--- src/rtl/sp_compare_issue.sv ---
// Issue/retire stage in front of the single-precision compare unit: holds one op,
// drives the comparator handshake, and returns a tagged integer result with a timeout guard.
module sp_compare_issue #(
  parameter int TIMEOUT = 15,
  parameter int TO_W    = 4
) (
  input  logic        clk,
  input  logic        rst,
  input  logic        in_valid,
  output logic        in_ready,
  input  logic [2:0]  in_func3,
  input  logic [31:0] in_a,
  input  logic [31:0] in_b,
  input  logic [4:0]  in_rd,
  output logic        cmp_start,
  output logic [31:0] cmp_operand_a,
  output logic [31:0] cmp_operand_b,
  output logic [2:0]  cmp_func3,
  input  logic        cmp_flag_cmp,
  input  logic        cmp_flag_invalid,
  input  logic        cmp_done,
  output logic        out_valid,
  input  logic        out_ready,
  output logic [31:0] out_result,
  output logic [4:0]  out_rd,
  output logic        out_nv,
  output logic        out_illegal,
  output logic        out_timeout,
  input  logic        fflags_clr,
  output logic        fflags_nv,
  output logic        busy
);

  typedef enum logic [1:0] {
    S_IDLE,
    S_ISSUE,
    S_RESP
  } state_t;

  state_t          r_state;
  state_t          w_next;
  logic [TO_W-1:0] r_count;
  logic [31:0]     r_opA;
  logic [31:0]     r_opB;
  logic [2:0]      r_func3;
  logic [4:0]      r_rd;
  logic            r_resBit;
  logic [4:0]      r_outRd;
  logic            r_outNv;
  logic            r_outIllegal;
  logic            r_outTimeout;
  logic            r_fflagsNv;

  logic            w_accept;
  logic            w_legal;
  logic            w_inIssue;
  logic            w_inResp;
  logic            w_doneHit;
  logic            w_timeoutHit;
  logic            w_nvSet;

  assign w_inIssue    = (r_state == S_ISSUE);
  assign w_inResp     = (r_state == S_RESP);
  assign w_legal      = (in_func3 == 3'b010) || (in_func3 == 3'b001) || (in_func3 == 3'b000);
  assign in_ready     = !rst && ((r_state == S_IDLE) || (w_inResp && out_ready));
  assign w_accept     = in_valid && in_ready;
  assign w_doneHit    = w_inIssue && cmp_done;
  assign w_timeoutHit = w_inIssue && !cmp_done && (r_count == TO_W'(TIMEOUT - 1));
  assign w_nvSet      = w_inResp && out_ready && r_outNv;

  assign cmp_start     = !rst && w_inIssue;
  assign cmp_operand_a = r_opA;
  assign cmp_operand_b = r_opB;
  assign cmp_func3     = r_func3;
  assign out_valid     = w_inResp;
  assign out_result    = {31'b0, r_resBit};
  assign out_rd        = r_outRd;
  assign out_nv        = r_outNv;
  assign out_illegal   = r_outIllegal;
  assign out_timeout   = r_outTimeout;
  assign fflags_nv     = r_fflagsNv;
  assign busy          = (r_state != S_IDLE);

  always_comb begin
    w_next = r_state;
    case (r_state)
      S_IDLE: begin
        if (w_accept) w_next = w_legal ? S_ISSUE : S_RESP;
      end
      S_ISSUE: begin
        if (w_doneHit || w_timeoutHit) w_next = S_RESP;
      end
      S_RESP: begin
        if (out_ready) begin
          if (w_accept) w_next = w_legal ? S_ISSUE : S_RESP;
          else          w_next = S_IDLE;
        end
      end
      default: w_next = S_IDLE;
    endcase
  end

  // Accept and ISSUE-side capture never coincide, so the result registers have a single writer per cycle.
  always_ff @(posedge clk) begin
    if (rst) begin
      r_state      <= S_IDLE;
      r_count      <= '0;
      r_opA        <= '0;
      r_opB        <= '0;
      r_func3      <= '0;
      r_rd         <= '0;
      r_resBit     <= 1'b0;
      r_outRd      <= '0;
      r_outNv      <= 1'b0;
      r_outIllegal <= 1'b0;
      r_outTimeout <= 1'b0;
      r_fflagsNv   <= 1'b0;
    end else begin
      r_state <= w_next;

      if (w_accept) begin
        r_opA   <= in_a;
        r_opB   <= in_b;
        r_func3 <= in_func3;
        r_rd    <= in_rd;
      end

      if (w_accept && !w_legal) begin
        r_resBit     <= 1'b0;
        r_outNv      <= 1'b0;
        r_outIllegal <= 1'b1;
        r_outTimeout <= 1'b0;
        r_outRd      <= in_rd;
      end else if (w_doneHit) begin
        r_resBit     <= cmp_flag_cmp;
        r_outNv      <= cmp_flag_invalid;
        r_outIllegal <= 1'b0;
        r_outTimeout <= 1'b0;
        r_outRd      <= r_rd;
      end else if (w_timeoutHit) begin
        r_resBit     <= 1'b0;
        r_outNv      <= 1'b0;
        r_outIllegal <= 1'b0;
        r_outTimeout <= 1'b1;
        r_outRd      <= r_rd;
      end

      if (w_accept && w_legal) r_count <= '0;
      else if (w_inIssue && !cmp_done) r_count <= r_count + 1'b1;

      if (w_nvSet)         r_fflagsNv <= 1'b1;
      else if (fflags_clr) r_fflagsNv <= 1'b0;
    end
  end

endmodule

--- config.mk ---
export PLATFORM = sky130hd
export DESIGN_NAME = sp_compare_issue
export DESIGN_NICKNAME = d
export VERILOG_FILES = /design/src/rtl/sp_compare_issue.sv
export SDC_FILE = /design/constraint.sdc
export NUM_CORES = 1
export LEC_CHECK = 0
export CAP_MARGIN = 10
export CORE_MARGIN = 8
export CORE_UTILIZATION = 35
export CTS_CLUSTER_DIAMETER = 60
export DETAILED_ROUTE_END_ITERATION = 10
export PLACE_DENSITY = 0.82
export SLEW_MARGIN = 20
export SYNTH_ARGS = -nofsm -noshare
export SYNTH_HDL_FRONTEND = slang
export SYNTH_SLANG_ARGS = --single-unit
--- constraint.sdc ---
create_clock -name clk -period 2.3 [get_ports clk]
set_input_delay 0.46 -clock clk [delete_from_list [all_inputs] [get_ports clk]]
set_output_delay 0.46 -clock clk [all_outputs]
set_load 0.01 [all_outputs]
==> implementation parameters <==
Parameter                              Value

Timing
  Measured slew at the worst slew-check pin ... slightly above 0.5 ns
  Setup tns final ... 0 ns
  Final number of setup-violating endpoints ... 0
  Post-Route Skew ... about 0.009 ns
  Worst slew margin relative to its limit ... about two thirds
  Share of the clock period used by the worst path after layout ... around 96%
  FMAX ... 0.454 GHz
  Final Hold Violating Endpoints ... 0
  Fin crit period ... ~2.2 ns
  Setup repair after global routing missed its margin ... no
  Slew Limit Fails ... 0

Worst setup path
  Worst EP arrival ... ~1.7 ns
  Destination of the worst register-to-register timing path ... out_rd[3]
  Class of the most critical setup path ... in2out
  Startpoint of the most critical setup path ... out_ready
  Critical path data required time ... around 1.8 ns
  Termination of the worst setup path ... in_ready
  Worst-case register-to-register setup slack ... about 0.64 ns
  Crit-path max FO ... 3
  Nature of the critical path endpoint ... output port
  Type of origin of the critical path ... input pin
  RR Startpoint ... r_count[0]
  Count of cells along the worst register-to-register path ... 6

Global route
  Met1 routing resource usage after global routing ... between 10% and 20%
  Global-route wire length before repair ... around 17 mm
  Global routing's busiest layer ... met2
  Aggregate global routing overflow ... 0
  Met3 track utilization from global routing ... approximately 6.4%
  Antenna violations before repair ... 0
  Pin count of the biggest net entering global routing ... slightly below 60
  Met2 demand-to-capacity share in global routing ... 24.8%
  Via count of the first global-routing pass ... roughly 3400
  Global-route usage over all layers ... 14.3%

Yosys
  Portion of the post-synthesis area used by sequential elements ... a little under half
  Synthesized-area fraction occupied by and/or/nand/nor cells ... 24.4%
  Cell types with the highest counts after synthesis ... 88 x sky130_fd_sc_hd__dfxtp_1, 77 x sky130_fd_sc_hd__nand2_1, 73 x sky130_fd_sc_hd__nand2b_1
  Yosys warning total ... 0
  Average cell area after synthesis ... about 8.6 µm²
  Share of the synthesized area in the top cell type ... 48.0%
  Count leader, synth ... sky130_fd_sc_hd__dfxtp_1
  Xor/xnor cell area share of the yosys netlist ... 0.715%
  Largest family of logic cells by synthesized area ... simple AND/OR/NAND/NOR gates
  Share of flip-flops with an asynchronous set or reset ... 0%
  Cell variety after synth ... 38
  Synth Area in Adders ... less than 1%
  Instance count of the mapped netlist ... 429
  Post-synth top area cell ... sky130_fd_sc_hd__dfxtp_1
  Share of the synthesized area in compound gates (AO/OA/AOI/OAI) ... between 10% and 20%
  Biggest area contributors in the synthesized netlist ... sky130_fd_sc_hd__dfxtp_1 48%, sky130_fd_sc_hd__nand2b_1 12%, sky130_fd_sc_hd__nand2_1 7.9%
  Prevailing post-synth register cell ... sky130_fd_sc_hd__dfxtp_1
  Post-synth EDFFs ... 0
  FF+latch count, synth ... a little under 90
  Share of cell area taken by muxes after synthesis ... 0%
  Synthesized area ... 3670 µm²

Routing
  Via density ... roughly 4.5
  Wire length after detailed routing ... 10.2 mm
  DRC violations left ... 0
  DRT iter0 DRCs ... 196
  Number of detailed-route iterations in the first pass ... 4
  Remaining antenna violation count after routing ... 0
  Drt wl/cell ... around 14 µm
  Total via count after detailed routing ... 3237

Placement
  DPL Wire Length ... 7.95 mm
  Final weighted congestion in routability-driven placement ... slightly below 0.8
  Placement Cell Area ... roughly 5200 µm²
  Count of input and output buffers ... 160

Clock network
  Htree depth ... 3
  # Post-CTS Setup Buffers ... 0
  Clock latency on the worst-skew pair ... 0.34 ns
  Number of clock sinks ... 88
  Clock input transition at the sequential cells of the worst setup and hold paths ... 0.08 ns
  Clock buffer count from CTS ... 9
  Clock tree from TritonCTS ... yes
  Clock root cell ... sky130_fd_sc_hd__clkbuf_8
  Hold-fix buffer count after cts ... 0
  Post-cts sizing count ... 0
  Clock Path Buffers ... 2

Finish
  Share of cells above drive strength 1 ... about 5.2%
  Ant. Diodes ... 0
  Layout overhead on the synthesized area ... 48.5%
  Finished layout cell area ... 5460 µm²
  Nets ... between 600 and 700

Power
  Power Density ... about 640 nW/µm²
  Worst ir drop on vdd ... around 0.33 mV
  Leakage power ... approximately 2.0 nW

Floorplan
  Total core area ... just over 10000 µm²
  I/O pin cnt ... ~190
  Die Width ... 118 µm
  Std-Cell Rows ... 37
  Die area ... 14000 µm²
  Chip Height ... between 100 and 150 µm
  Starting density of the core ... about 36%

Flow run
  Max_cap viols ... 0

Hold path
  Worst min path class ... in2reg

Outcome
  Status ... complete, no violations
## placed cells by master, fill, tap and decap left out, types with 4 or more instances in the layout
cell type / Yosys / routed
sky130_fd_sc_hd__clkdlybuf4s50_1: 0 / 159
sky130_fd_sc_hd__a21oi_1: 8 / 8
sky130_fd_sc_hd__nor2_1: 10 / 10
sky130_fd_sc_hd__buf_4: 33 / 4
sky130_fd_sc_hd__nand2b_1: 73 / 73
sky130_fd_sc_hd__dfxtp_1: 88 / 88
sky130_fd_sc_hd__o21ai_1: 30 / 30
sky130_fd_sc_hd__o21ai_0: 42 / 42
sky130_fd_sc_hd__conb_1: 1 / 31
sky130_fd_sc_hd__clkbuf_8: 0 / 11
sky130_fd_sc_hd__nand2_1: 77 / 77
## registers in the layout, indices dropped and copies added (netlist names)
signal	cells
cmp_operand_a	32
cmp_operand_b	32
out_rd	5
r_rd	5
r_count	4
cmp_func3	3
r_state	2
fflags_nv	1
out_illegal	1
out_nv	1
out_timeout	1
r_resBit	1
## worst min path at each step
stage | startpoint | end | depth (start not counted)
5_1_grt | rst | out_nv | 2
6_report | rst | r_state[0] | 2
2_1_floorplan | r_rd[0] | out_rd[0] | 2
3_3_place_gp | r_rd[0] | out_rd[0] | 2
3_5_place_dp | r_rd[0] | out_rd[0] | 2
4_1_cts | rst | r_state[0] | 2
## worst max-delay path, cell delays in order
cell and delay, ns:
sky130_fd_sc_hd__clkdlybuf4s50_1 0.51, sky130_fd_sc_hd__nand2b_1 0.13, sky130_fd_sc_hd__and2_1 0.12, sky130_fd_sc_hd__clkdlybuf4s50_1 0.53
## per-layer routing
| layer | vias up | wire (µm) |
|---|---|---|
| li1 | 1634 | - |
| met1 | 1465 | 3890 |
| met2 | 117 | 5060 |
| met3 | 21 | 997 |
| met4 | 0 | 255 |
| met5 | - | 0 |
## report_power, final
group,switching (W),total [W],internal (W)
registers,0.0000582,0.00169,0.00163
logic,0.000275,0.000651,0.000377
clock network,0.000504,0.00117,0.000665
## kinds of logic (layout without fill, tap and decap cells)
kind of cell	count (synthesis)	after routing
flops	88	88
compound gates	96	96
simple gates	177	177
xor+xnor	3	3
fa+ha+maj	2	2
buf+inv	62	185
other cells	1	31
## metrics by stage
step / utilization, % / cells / total power [W] / worst slack [ns] / hold slack, ns
floorplan: - / 459 / 0.00202 / 0.877 / 0.437
global placement: 50.9 / 703 / 0.00236 / 0.103 / 0.450
detailed placement: 50.9 / 703 / 0.00238 / 0.0870 / 0.453
CTS: 53.1 / 718 / 0.00357 / 0.0817 / 0.384
global route: 53.1 / 718 / 0.00370 / 0.0565 / 0.400
finish: 53.1 / 718 / 0.00351 / 0.0951 / 0.409
## cell type report
type,count,area [µm²]
sequential,88,1760
inverter,3,11.3
clock buffer,12,155
timing repair buffer,167,1690
clock inverter,3,65.1
tap,136,170
fill,924,4820
multi-input combinational,309,1610
Power figures use the tool's default switching activity.
